==> config.mk <==
export PLATFORM = sky130hd
export DESIGN_NAME = rotate_shift_pipe_flat
export DESIGN_NICKNAME = d
export VERILOG_FILES = /design/src/rtl/rotate_shift_pipe_if.sv /design/src/rtl/rotate_shift_pipe.sv /design/src/flat_wrapper.sv
export SDC_FILE = /design/constraint.sdc
export NUM_CORES = 1
export LEC_CHECK = 0
export ABC_AREA = 1
export CORE_UTILIZATION = 50
export DETAILED_ROUTE_END_ITERATION = 12
export PLACE_DENSITY = 0.68
export SLEW_MARGIN = 15
export SYNTH_ARGS = -nofsm -noshare
export SYNTH_HDL_FRONTEND = slang
export SYNTH_SLANG_ARGS = --single-unit
==> constraint.sdc <==
create_clock -name in_clk -period 1.8 [get_ports in_clk]
set_input_delay 0.27 -clock in_clk [delete_from_list [all_inputs] [get_ports in_clk]]
set_output_delay 0.27 -clock in_clk [all_outputs]
set_load 0.01 [all_outputs]
==> src/rtl/rotate_shift_pipe_if.sv <==
//==============================================================================
// Module  : rotate_shift_pipe_if
// Brief   : Operand/result handshake bundle for rotate_shift_pipe
//           (flag outputs present only with ROTATE_SHIFT_FLAGS_EN).
// Revision: 1.0
//==============================================================================
`default_nettype none

interface rotate_shift_pipe_if #(
    parameter int WIDTH = 32
);
    localparam int AMT_W = $clog2(WIDTH);

    logic             in_valid;
    logic             out_ready;
    logic [WIDTH-1:0] in_x;
    logic [AMT_W-1:0] in_amt;
    logic [2:0]       in_op;
    logic             out_valid;
    logic             in_ready_dn;
    logic [WIDTH-1:0] out_result;
`ifdef ROTATE_SHIFT_FLAGS_EN
    logic             out_zero;
    logic             out_neg;

    modport master (
        output in_valid, in_x, in_amt, in_op, in_ready_dn,
        input  out_ready, out_valid, out_result, out_zero, out_neg
    );
    modport slave (
        input  in_valid, in_x, in_amt, in_op, in_ready_dn,
        output out_ready, out_valid, out_result, out_zero, out_neg
    );
`else
    modport master (
        output in_valid, in_x, in_amt, in_op, in_ready_dn,
        input  out_ready, out_valid, out_result
    );
    modport slave (
        input  in_valid, in_x, in_amt, in_op, in_ready_dn,
        output out_ready, out_valid, out_result
    );
`endif

endinterface

`default_nettype wire

==> src/rtl/rotate_shift_pipe.sv <==
//==============================================================================
// Module  : rotate_shift_pipe
// Brief   : Pipelined barrel rotator/shifter, one stage per amount bit, with a
//           global-stall valid/ready handshake. Macro ROTATE_SHIFT_FLAGS_EN
//           adds registered zero/negative result flags.
// Revision: 1.0
//==============================================================================
`default_nettype none

module rotate_shift_pipe #(
    parameter int WIDTH = 32
) (
    input  wire logic          in_clk,
    input  wire logic          in_rst_n,
    rotate_shift_pipe_if.slave bus
);
    localparam int AMT_W = $clog2(WIDTH);

    localparam logic [2:0] c_op_rol  = 3'b000;
    localparam logic [2:0] c_op_ror  = 3'b001;
    localparam logic [2:0] c_op_shl  = 3'b010;
    localparam logic [2:0] c_op_shr  = 3'b011;
    localparam logic [2:0] c_op_shra = 3'b100;

    // Stage inputs (w_cur_*), stage results (w_next) and stage registers (r_*).
    // The last stage carries no op/amount since nothing downstream needs them.
    logic [WIDTH-1:0] w_cur_data  [AMT_W];
    logic [2:0]       w_cur_op    [AMT_W];
    logic [AMT_W-1:0] w_cur_amt   [AMT_W];
    logic [AMT_W-1:0] w_cur_valid;
    logic [WIDTH-1:0] w_next      [AMT_W];
    logic             w_adv;

    logic [WIDTH-1:0] r_data  [AMT_W];
    logic [2:0]       r_op    [AMT_W-1];
    logic [AMT_W-1:0] r_amt   [AMT_W-1];
    logic [AMT_W-1:0] r_valid;

    function automatic logic [WIDTH-1:0] stage_move(
        input logic [WIDTH-1:0] d,
        input logic [2:0]       op,
        input logic             en,
        input int               sh
    );
        logic [WIDTH-1:0] res;
        res = d;
        if (en) begin
            case (op)
                c_op_rol:  res = (d << sh) | (d >> (WIDTH - sh));
                c_op_ror:  res = (d >> sh) | (d << (WIDTH - sh));
                c_op_shl:  res = d << sh;
                c_op_shr:  res = d >> sh;
                c_op_shra: res = $unsigned($signed(d) >>> sh);
                default:   res = d;
            endcase
        end
        return res;
    endfunction

    // Remaining amount is shifted down each stage, so bit 0 is always the
    // bit belonging to the stage currently consuming it.
    genvar k;
    generate
        for (k = 0; k < AMT_W; k++) begin : g_stage
            if (k == 0) begin : g_head
                assign w_cur_data[k]  = bus.in_x;
                assign w_cur_op[k]    = bus.in_op;
                assign w_cur_amt[k]   = bus.in_amt;
                assign w_cur_valid[k] = bus.in_valid;
            end else begin : g_tail
                assign w_cur_data[k]  = r_data[k-1];
                assign w_cur_op[k]    = r_op[k-1];
                assign w_cur_amt[k]   = r_amt[k-1];
                assign w_cur_valid[k] = r_valid[k-1];
            end
            assign w_next[k] = stage_move(w_cur_data[k], w_cur_op[k],
                                          w_cur_amt[k][0], 1 << k);
        end
    endgenerate

    assign w_adv = !(r_valid[AMT_W-1] && !bus.in_ready_dn);

    always_ff @(posedge in_clk or negedge in_rst_n) begin
        if (!in_rst_n) begin
            r_valid <= '0;
            for (int i = 0; i < AMT_W; i++) begin
                r_data[i] <= '0;
            end
            for (int i = 0; i < AMT_W - 1; i++) begin
                r_op[i]  <= '0;
                r_amt[i] <= '0;
            end
        end else if (w_adv) begin
            r_valid <= w_cur_valid;
            for (int i = 0; i < AMT_W; i++) begin
                r_data[i] <= w_next[i];
            end
            for (int i = 0; i < AMT_W - 1; i++) begin
                r_op[i]  <= w_cur_op[i];
                r_amt[i] <= w_cur_amt[i] >> 1;
            end
        end
    end

    assign bus.out_ready  = w_adv;
    assign bus.out_valid  = r_valid[AMT_W-1];
    assign bus.out_result = r_data[AMT_W-1];

`ifdef ROTATE_SHIFT_FLAGS_EN
    logic r_zero;
    logic r_neg;

    always_ff @(posedge in_clk or negedge in_rst_n) begin
        if (!in_rst_n) begin
            r_zero <= 1'b0;
            r_neg  <= 1'b0;
        end else if (w_adv) begin
            r_zero <= (w_next[AMT_W-1] == '0);
            r_neg  <= w_next[AMT_W-1][WIDTH-1];
        end
    end

    assign bus.out_zero = r_zero;
    assign bus.out_neg  = r_neg;
`endif

endmodule

`default_nettype wire

==> src/flat_wrapper.sv <==
// flat-port wrapper written by rule: the top's interface ports become plain ports
module rotate_shift_pipe_flat 
#(
    parameter int WIDTH = 32
)
  (in_clk, in_rst_n, bus_in_valid, bus_in_x, bus_in_amt, bus_in_op, bus_in_ready_dn, bus_out_ready, bus_out_valid, bus_out_result);
  rotate_shift_pipe_if #(.WIDTH(WIDTH)) bus_i ();
  input  wire logic in_clk;
  input  wire logic in_rst_n;
  input wire logic [$bits(bus_i.in_valid)-1:0] bus_in_valid;
  input wire logic [$bits(bus_i.in_x)-1:0] bus_in_x;
  input wire logic [$bits(bus_i.in_amt)-1:0] bus_in_amt;
  input wire logic [$bits(bus_i.in_op)-1:0] bus_in_op;
  input wire logic [$bits(bus_i.in_ready_dn)-1:0] bus_in_ready_dn;
  output wire logic [$bits(bus_i.out_ready)-1:0] bus_out_ready;
  output wire logic [$bits(bus_i.out_valid)-1:0] bus_out_valid;
  output wire logic [$bits(bus_i.out_result)-1:0] bus_out_result;
  assign bus_i.in_valid = bus_in_valid;
  assign bus_i.in_x = bus_in_x;
  assign bus_i.in_amt = bus_in_amt;
  assign bus_i.in_op = bus_in_op;
  assign bus_i.in_ready_dn = bus_in_ready_dn;
  assign bus_out_ready = bus_i.out_ready;
  assign bus_out_valid = bus_i.out_valid;
  assign bus_out_result = bus_i.out_result;
  rotate_shift_pipe #(.WIDTH(WIDTH)) u_core (.in_clk(in_clk), .in_rst_n(in_rst_n), .bus(bus_i));
endmodule
* Yosys cells after proc, flatten, opt, wreduce, memory -nomap -nowiden *
Index checks and enable logic that the tools add are counted.

word-level totals
  register bits after elaboration = 187
  input bits = 44
  logic and storage cells = 62
  output and inout bits = 34

cells by class
  mux-type cells = 10
  reduce and logical (&&, ||, !) cells = 9
  eq/ne operators = 20
  bitwise operators = 9

operators by type and width
  cell                                                 count
  case mux 32 bit (5 select lines)                     4
  two-way mux 32 bit                                   5
  case mux 32 bit (4 select lines)                     1
  bitwise OR 24 x 32 -> 32 bit                         1
  bitwise OR 28 x 32 -> 32 bit                         1
  bitwise OR 30 x 32 -> 32 bit                         1
  bitwise OR 31 x 32 -> 32 bit                         1
  bitwise OR 32 x 1 -> 32 bit                          1
  bitwise OR 32 x 16 -> 32 bit                         1
  bitwise OR 32 x 2 -> 32 bit                          1
  bitwise OR 32 x 4 -> 32 bit                          1
  bitwise OR 32 x 8 -> 32 bit                          1
  equality test 3 x 2 -> 1 bit, second input constant  10
  equality test 3 x 1 -> 1 bit, second input constant  5
  equality test 3 bit, second input constant           5
  zero test 3 bit                                      5
  zero test 1 bit                                      2
  OR reduction 2 bit                                   1
  logical AND 1 bit                                    1

* Logic depth before layout (Yosys ltp) *
  depth in word-level cells = 4
  gate-level depth with buffers = 9
  depth with buffers taken out = 7

* Least setup slack after synthesis *
Ideal clock, no wire load.

  kind = reg2reg
  start point = register u_core.r_op[4] in the netlist's numbering
  end point = register u_core.r_data[36] in the netlist's numbering
  library setup time = 0.128 ns
  slack = 0.512 ns
  arrival time = 1.160 ns
  clock period less this slack = 1.288 ns
  buffers on the path = 2
  cell stages (with the launch flop) = 9
  required time = 1.672 ns
  path through = dfrtp_1 -> nor2_2 -> nor2_1 -> nor2_1 -> buf_4 -> buf_4 -> nand3_1 -> nand2_1 -> o21ai_1

on the way
  longest elaborated chain between the ends = 3
  elaborated cells between the ends (all ways) = 7
  those cells by class = 4 x eq/ne; 2 x mux; 1 x reduce/logical

ends and longest elaborated chain
  item                                               RTL line                 source
  start, declared                                    rotate_shift_pipe.sv:35  logic [2:0] r_op [AMT_W-1];
  start signal, assigned by index                    rotate_shift_pipe.sv:99  r_op[i] <= w_cur_op[i];
  equality test 3 bit, or another cell as far along  rotate_shift_pipe.sv:48  case (op)
  case mux 32 bit (5 select lines) *                 rotate_shift_pipe.sv:48
  two-way mux 32 bit *                               rotate_shift_pipe.sv:47  if (en) begin
  end signal, assigned by index                      rotate_shift_pipe.sv:96  r_data[i] <= w_next[i];
  end, declared                                      rotate_shift_pipe.sv:34  logic [WIDTH-1:0] r_data [AMT_W];

Mark *: on every way between the ends. The rest lies on a longest branch, timed or not.
A chain may end at the register's enable or synchronous reset.

* Worst setup path after layout *
  start point = register u_core.r_data (netlist bit u_core.bus.out_result[24])
  end point = output port bus_out_result[24]

RTL lines
  item           RTL line            source
  end, declared  flat_wrapper.sv:17  output wire logic [$bits(bus_i.out_result)-1:0] bus_out_result;

No word-level cell between the ends.

==> flow_summary.json <==
{
  "final_max_slew_viol_count": 0,
  "htree_levels": 4,
  "p_leak_nw": 6.41,
  "avgRoutedWirePerCell_um": 14.1,
  "syn_nets": 1725,
  "power_density_nw_per_um2": 1870,
  "synthTopCellsByArea": "dfrtp_1, nand2_1, nor2_1",
  "cp_data_arrival_time_ns": 1.39,
  "n_antenna_cell": 0,
  "routed_via_density": 5.14,
  "antenna_found_initial": 0,
  "netlist_area_um2": 11000,
  "place_congestion": 0.890,
  "ir_drop_v": 0.000808,
  "clock_latency_ns": 0.45,
  "slew_headroom_pct": 67.5,
  "synth_largest_area_cell": "dfrtp_1",
  "cts_tree": "built",
  "fin_crit_ns": 1.66,
  "fin_skew_ns": 0.0151,
  "setup_tns_ns": 0,
  "crit_chain": "clkdlybuf4s50_1",
  "rsz0062_at_grt": "false",
  "layout_commonest_cell": "nand2_1",
  "syn_to_final_growth_pct": 15.3,
  "hold_slack_ns": 0.296,
  "maxCapViolations": 0,
  "io_buffers": 77,
  "hold_viol_final": 0,
  "wl_um": 28100,
  "critical_path_class": "flip-flop to output pin",
  "grt_max_degree": 88,
  "holdCritPathClass": "primary input to asynchronous set/reset pin",
  "cts_setup_buffers": 0,
  "grt_pass1_vias": 9395,
  "vias": 10300,
  "fillers": 1988,
  "fin_nets": 1754,
  "setup-violations-final": 0,
  "required_ns": 1.53,
  "path_buf_inv": 1,
  "die_h_um": 150,
  "grt_overflow": 0,
  "ioPinCount": 78,
  "ys_ff_latch": 187,
  "cts.clk_slew.worst_paths_ns": 0.08,
  "initial_utilization_pct": 51.7,
  "synth_warnings": 0,
  "synth_cell_types": 23,
  "grt_first_pass_wirelength_um": 47300,
  "clock_sinks": 187,
  "drt_iter0_drc": 806,
  "dieArea_um2": 22600,
  "startpoint_type": "flip-flop",
  "ys_seq_area_share_pct": 42.5,
  "crit_fanout": 2,
  "core_um2": 21300,
  "cts.path.max_buffers": 2,
  "crit_family": "buffers and inverters",
  "core.rowCount": 53,
  "fin_crit_sh_pct": 92.5,
  "outcome": "completed",
  "die_x_um": 150,
  "mostFrequentLayoutCells": "nand2_1, nor2_1, dfrtp_1",
  "drc": 0,
  "detailedRoute.firstPassIterationCount": 6,
  "avgSynthCellArea_um2": 6.54,
  "slowest_stage": "clkdlybuf4s50_1",
  "fmax_mhz": 601,
  "ff_latch_area_um2": 4680,
  "multi_input_area_um2": 5260,
  "critPathCaptureType": "output pin",
  "tightest_slew_ns": 0.486,
  "critPathMaxStageDelay_ns": 0.55,
  "yosys.area.top_type_share_pct": 42.5,
  "syn_inst": 1681,
  "hpwlAfterDp_um": 20100,
  "root_buffer": "clkbuf_16",
  "drive_gt1_share_pct": 6.67,
  "drtAntennaViolNets": 0,
  "cts_made_buffers": 17,
  "grt_usage_pct": 26.7
}
[sequential cells by signal, summed over array words and instances, names as in the netlist]
name and cells:
u_core.r_data 128, u_core.r_amt 10, u_core.r_op 12, u_core.r_valid 5
u_core.bus.out_result 32
[worst paths after layout]
check | from | endpoint | slack [ns] | cells after the start
max | u_core.bus.out_result[24] | bus_out_result[24] | 0.14 | 1
min | in_rst_n | u_core.bus.out_result[27] | 0.30 | 2
max reg2reg | u_core.r_op[10] | u_core.r_data[101] | 0.16 | 8
min reg2reg | u_core.r_amt[12] | u_core.r_amt[6] | 0.47 | 2
max in group asynchronous | in_rst_n | u_core.r_data[59] | 0.78 | 3
min in group in_clk | bus_in_amt[2] | u_core.r_amt[16] | 0.35 | 3
[timing repair]
action,4_1_cts,5_1_grt
pin swaps,0,0
hold endpoints to repair,38,0
hold buffers,1,0
setup endpoints to repair,1,28
gates resized for setup,1,1
[kinds of logic after synthesis]
group	Yosys count	share of synthesized area, %
AOI/OAI and AO/OA	105	4.84
DFF	187	42.5
and+or+nand+nor	1173	42.8
buffers and inverters	216	9.81
[Yosys cell counts]
master    count
buf_6         3
clkbuf_1     16
o21ai_0      64
a21oi_2       2
dfrtp_1     187
inv_2         6
nor2_8        1
buf_2        59
clkinv_1      1
nor2_2        3
o21ai_1      19
a21oi_1      20
nand3_1     150
buf_4        46
nand2_2       2
nand2_4       2
nor2_4        6
nand2_1     703
buf_1         1
inv_1        84
nor2_1      294
or2_2         1
nand4_1      11
[metrics by stage]
step / util [%] / power [W] / cells / instance area (µm²) / setup WS (ns)
after global placement: 56.7 / 0.0196 / 1965 / 12100 / 0.0560
after floorplan: - / 0.0163 / 1681 / 11000 / 0.512
after global routing: 59.6 / 0.0257 / 1998 / 12700 / 0.0231
final: 59.6 / 0.0237 / 1998 / 12700 / 0.136
after detailed placement: 56.7 / 0.0198 / 1965 / 12100 / 0.0249
after CTS: 59.5 / 0.0237 / 1998 / 12700 / 0.0861
[where the power goes]
part | switching (W) | internal [W]
clock network | 0.00193 | 0.00188
logic | 0.00702 | 0.00454
registers | 0.00206 | 0.00623
[final cells by class]
type,count,share of cell area (%)
clock buffers,17,3.35
clock inverters,15,1.37
inverters,91,2.71
multi-input cells,1278,41.4
flip-flops and latches,187,36.9
well taps,275,2.71
repair buffers,135,11.5
[per-layer routing]
metal	vias up	wire (µm)	global-route usage [%]
li1	5232	-	-
met1	4705	12300	33.9
met2	285	13700	45.5
met3	53	1010	3.52
met4	0	1010	11.5
met5	-	0	0
No activity file was read; power rests on OpenSTA's default activity.
